===== src/rtl/matvec_ctrl.sv =====
`timescale 1ns/1ps
// Sequencing controller for a fixed-latency matrix-vector multiplier: holds weights,
// issues vectors under a credit limit and buffers each result in an output FIFO.
module matvec_ctrl #(
    parameter int R          = 8,
    parameter int C          = 8,
    parameter int W_X        = 8,
    parameter int W_K        = 8,
    parameter int FIFO_DEPTH = 7,
    localparam int DEPTH     = $clog2(C),
    localparam int W_Y       = W_X + W_K + DEPTH,
    localparam int PIPE      = DEPTH + 2,
    localparam int IF_W      = $clog2(PIPE + 1)
) (
    input  logic                 clk,
    input  logic                 rstn,
    input  logic                 k_valid,
    output logic                 k_ready,
    input  logic [R*C*W_K-1:0]   k_data,
    input  logic                 x_valid,
    output logic                 x_ready,
    input  logic [C*W_X-1:0]     x_data,
    output logic [R*C*W_K-1:0]   dp_k,
    output logic [C*W_X-1:0]     dp_x,
    input  logic [R*W_Y-1:0]     dp_y,
    output logic                 y_valid,
    input  logic                 y_ready,
    output logic [R*W_Y-1:0]     y_data,
    output logic                 w_loaded,
    output logic [IF_W-1:0]      inflight
);
    localparam int CNT_W = $clog2(FIFO_DEPTH + 1);
    localparam int PTR_W = (FIFO_DEPTH > 1) ? $clog2(FIFO_DEPTH) : 1;

    typedef enum logic {NO_W = 1'b0, RUN = 1'b1} state_e;

    state_e               state_q;
    logic                 k_ready_q;
    logic [R*C*W_K-1:0]   dp_k_q;
    logic [C*W_X-1:0]     dp_x_q;
    logic [PIPE-1:0]      vsr_q, vsr_d;
    logic [IF_W-1:0]      inflight_q, inflight_d;
    logic [CNT_W-1:0]     count_q, count_d;
    logic [PTR_W-1:0]     wr_ptr_q, wr_ptr_d, rd_ptr_q, rd_ptr_d;
    logic [R*W_Y-1:0]     mem_q [FIFO_DEPTH];
    logic [31:0]          credit_used;
    logic                 k_hs, x_hs, push, pop;

    // Handshakes: a transfer happens on a rising edge where valid and ready are both high;
    // a producer holds valid and data stable until that edge, ready never waits on valid.
    assign k_hs = k_valid && k_ready_q;
    assign x_hs = x_valid && x_ready;
    assign push = vsr_q[PIPE-1];
    assign pop  = y_valid && y_ready;

    // Credits: every accepted vector already owns a FIFO slot, so the datapath never stalls.
    assign credit_used = 32'(inflight_q) + 32'(count_q);
    assign x_ready     = (state_q == RUN) && (credit_used < FIFO_DEPTH);

    assign k_ready  = k_ready_q;
    assign w_loaded = (state_q == RUN);
    assign dp_k     = dp_k_q;
    assign dp_x     = dp_x_q;
    assign y_valid  = (count_q != '0);
    assign y_data   = mem_q[rd_ptr_q];
    assign inflight = inflight_q;

    always_ff @(posedge clk or negedge rstn) begin
        if (!rstn) begin
            state_q   <= NO_W;
            k_ready_q <= 1'b0;
            dp_k_q    <= '0;
        end else begin
            k_ready_q <= 1'b1;
            if (k_hs) dp_k_q <= k_data;
            case (state_q)
                NO_W:    if (k_hs) state_q <= RUN;
                RUN:     state_q <= RUN;
                default: state_q <= NO_W;
            endcase
        end
    end

    always_comb begin
        vsr_d      = {vsr_q[PIPE-2:0], x_hs};
        inflight_d = inflight_q;
        if (x_hs && !push)      inflight_d = inflight_q + IF_W'(1);
        else if (!x_hs && push) inflight_d = inflight_q - IF_W'(1);
        count_d = count_q;
        if (push && !pop)      count_d = count_q + CNT_W'(1);
        else if (!push && pop) count_d = count_q - CNT_W'(1);
        wr_ptr_d = wr_ptr_q;
        if (push) wr_ptr_d = (wr_ptr_q == PTR_W'(FIFO_DEPTH - 1)) ? '0 : wr_ptr_q + PTR_W'(1);
        rd_ptr_d = rd_ptr_q;
        if (pop)  rd_ptr_d = (rd_ptr_q == PTR_W'(FIFO_DEPTH - 1)) ? '0 : rd_ptr_q + PTR_W'(1);
    end

    always_ff @(posedge clk or negedge rstn) begin
        if (!rstn) begin
            dp_x_q     <= '0;
            vsr_q      <= '0;
            inflight_q <= '0;
            count_q    <= '0;
            wr_ptr_q   <= '0;
            rd_ptr_q   <= '0;
        end else begin
            if (x_hs) dp_x_q <= x_data;
            vsr_q      <= vsr_d;
            inflight_q <= inflight_d;
            count_q    <= count_d;
            wr_ptr_q   <= wr_ptr_d;
            rd_ptr_q   <= rd_ptr_d;
        end
    end

    // Storage is not reset; the cleared count keeps stale entries invisible.
    always_ff @(posedge clk) begin
        if (push) mem_q[wr_ptr_q] <= dp_y;
    end
endmodule


===== config.mk =====
export PLATFORM = sky130hd
export DESIGN_NAME = matvec_ctrl
export DESIGN_NICKNAME = d
export VERILOG_FILES = /design/src/rtl/matvec_ctrl.sv
export SDC_FILE = /design/constraint.sdc
export NUM_CORES = 2
export LEC_CHECK = 0
export ABC_AREA = 1
export BUFFER_PORTS_ARGS = -buffer_cell sky130_fd_sc_hd__buf_4
export CAP_MARGIN = 40
export CORE_AREA = 2 2 572 574
export DETAILED_ROUTE_END_ITERATION = 10
export DIE_AREA = 0 0 574 576
export HOLD_SLACK_MARGIN = 0.03
export PLACE_DENSITY = 0.35
export SETUP_SLACK_MARGIN = 0.5
export SYNTH_ARGS = -nofsm -noshare
export SYNTH_HDL_FRONTEND = slang
export SYNTH_SLANG_ARGS = --single-unit

===== constraint.sdc =====
create_clock -name clk -period 16.9 [get_ports clk]
set_clock_uncertainty 0.2 [all_clocks]
set_input_delay 2.535 -clock clk [delete_from_list [all_inputs] [get_ports clk]]
set_output_delay 2.535 -clock clk [all_outputs]
set_load 0.01 [all_outputs]

==> summary.txt <==
Drt drc -> 0
Most frequent cell after synthesis -> nand2_1
GR Overflow Total -> 0
Final Hold Viols -> 0
Die area -> 330,600 sq um
Clk slew on worst S/H paths -> 50 ps
Tightest Pin Transition -> 1016 ps
Period minus WS final -> 7435 ps
Skew-Pair Late Insertion Delay -> 870 ps
Cell area power density -> 170.4 nW/um^2
Synthesis-to-layout area growth -> 36.57%
Dpl hpwl -> 286,100 um
Top sig layer -> met5
HP Class -> reg2reg
Max FO, Critical Path -> 64
Vias -> 44,710
Die width -> 574 um
Slew HR -> 32.29%
Final Wtd Congestion -> 0.9425
Setup TNS -> 0 ps
Avg WL per Cell -> 34.60 um
Initial Util -> 19.68%
Antenna violations before repair -> 286
Final setup violation count -> 0
Register area share after synthesis -> 73.15%
R2R setup slack -> 12,650 ps
Clock root buffer master -> clkbuf_16
Setup crit start kind -> register
Synth async-reset ratio -> 35.86%
Slowest-stage cell, CP -> dfrtp_2
Area contributors post-synth -> edfxtp_1 50%, dfrtp_1 23%, mux2_2 9.0%, nand2_1 7.0%, o211ai_1 3.6%
Syn nets -> 5,289
Cells after Synth -> 4,548
Reported leakage power -> 35.08 nW
Fin. max-slew vios -> 0
Placed inst area -> 80,370 sq um
TritonRoute pass-1 iters -> 5
Vias in the first global route -> 43,590
Most frequent CP cell -> nand2_1
Vias/cell -> 4.213
CP Capture Type -> primary output
Synth Flop Type -> edfxtp_1
Avg Inst Size Synth -> 14.08 sq um
CP Cell Sequence -> nand2_1 > inv_6 > buf_4 > buf_4 > nand2_1 > nand3_1 > nand2_1 > nand2_1 > buf_4
Number of buffers added for setup after CTS -> 0
Core area -> 325,300 sq um
Hold_buf cts -> 0
Largest net degree at the start of global routing -> 134
Synthesis warning total -> 0
# clock sinks -> 1,659
I/O Buffers -> 1,467
Post-Route WL -> 367,200 um
H-tree Lvls -> 4
Aggregate global-route resource usage -> 21.58%
Longest Clk Path Bufs -> 4
Final net count -> 6,793
Synth top area share -> 49.90%
Fmax -> 134.5 MHz
CTS buffer count -> 214
VDD IR max -> 103.3 uV
Share of layout cells above drive strength 1 -> 38.72%
DRT iter0 DRCs -> 3,121
Number of synthesized flops with an enable pin -> 1,064
Flops & latches, synth -> 1,659
I/O pin count -> 1,468
Met1 wire length -> 153,700 um
Routed Antenna Nets -> 0
Metal2 WL -> 165,600 um
Synth cell types -> 26
RSZ-0062 raised after global routing -> false
Kind of critical path -> reg2out
Final period utilization -> 44.00%
Top cells by count, synth -> 1,198 x nand2_1, 1,064 x edfxtp_1, 595 x dfrtp_1
PostCTS Resize Cnt -> 0
Outcome -> finished, final reports clean
CTS tree -> built
Die H -> 576 um
Area leader, netlist -> edfxtp_1
Max-cap violation count -> 0
Post-Syn Area -> 64,030 sq um
Met3 routed wirelength -> 37,090 um
First-pass GRT wire length -> 472,300 um
Arrival time worst endpoint -> 4700 ps
Std-Cell Rows -> 210
Design area -> 87,450 sq um
CP Data Required Time -> 14,160 ps
Max incr delay on CP -> 900 ps
-- cells in the final DEF (no fill, tap or decap), types with 27 or more instances in the layout --
cell       instances
buf_4           1516
nand2_1         1197
edfxtp_1        1064
dfrtp_1          592
mux2_2           514
o211ai_1         304
nand3_1          283
clkbuf_16        215
inv_1            170
nand4_1           65
clkbuf_1          51
diode_2           45
clkinv_1          38
clkinv_2          27
buf_16            27
-- worst max-delay path, delay by kind of cell (launching register included) --
kind | cells | cell delay [ps]
DFF | 1 | 900
buffers and inverters | 4 | 2070
and+or+nand+nor | 5 | 730
-- report_power, final --
group / switching [mW] / internal, mW
clock: 1.92 / 2.68
sequential: 0.331 / 4.90
combinational: 3.35 / 1.71
total: 5.60 / 9.30
-- per-layer routing --
metal / track usage [%] / vias to the layer above
met2: 34.22 / 1904
met3: 8.613 / 771
li1: - / 19290
met5: 0 / -
met1: 27.53 / 22690
met4: 4.716 / 64
-- kinds of logic after synthesis --
logic type	Yosys count	share of synthesized area [%]
simple gates	1582	10.18
mux	514	9.039
fa+ha+maj	8	0.1915
compound gates	337	3.822
xor+xnor	4	0.05472
buf+inv	443	3.552
other cells	1	0.005856
flops	1659	73.15
-- area by class of cell --
cell class,instances,area (sq um)
Multi-Input combinational cell,2446,15000
Sequential cell,1659,46850
Antenna cell,45,112.6
Fill cell,34000,237800
Clock inverter,101,1129
Clock buffer,285,5833
Tap cell,4346,5438
Timing Repair Buffer,1557,12400
Inverter,174,684.4
-- flip-flops by register name (all words and copies together) (netlist names) --
register and cells:
k_ready 1, dp_k 512, w_loaded 1, rd_ptr_q 3, wr_ptr_q 3, mem_q 1064
dp_x 64, vsr_q 5, inflight 3, count_q 3
-- through the flow --
stage / setup WS [ps] / power [mW] / hold slack (ps) / std cells / util, %
after floorplan: 9157 / 7.517 / 131.2 / 4548 / -
after global placement: 10210 / 10.38 / 139.4 / 10150 / 24.44
after detailed placement: 10260 / 10.51 / 134.7 / 10180 / 24.71
after CTS: 9254 / 15.21 / 148.2 / 10570 / 26.85
after global routing: 9155 / 15.68 / 156.0 / 10580 / 26.86
final: 9465 / 14.90 / 145.9 / 10610 / 26.88
-- worst paths after layout --
path	startpoint	to	depth (start not counted)
worst min register to register	vsr_q[2]	vsr_q[3]	0
worst max-delay path	rd_ptr_q[1]	y_data[115]	9
worst min-delay path	vsr_q[2]	vsr_q[3]	0
max in group asynchronous	rstn	dp_k[339]	5
min in group asynchronous	rstn	dp_x[44]	1
worst max register to register	k_ready	dp_k[64]	7
Note: power is estimated with default switching activity, not from simulation.
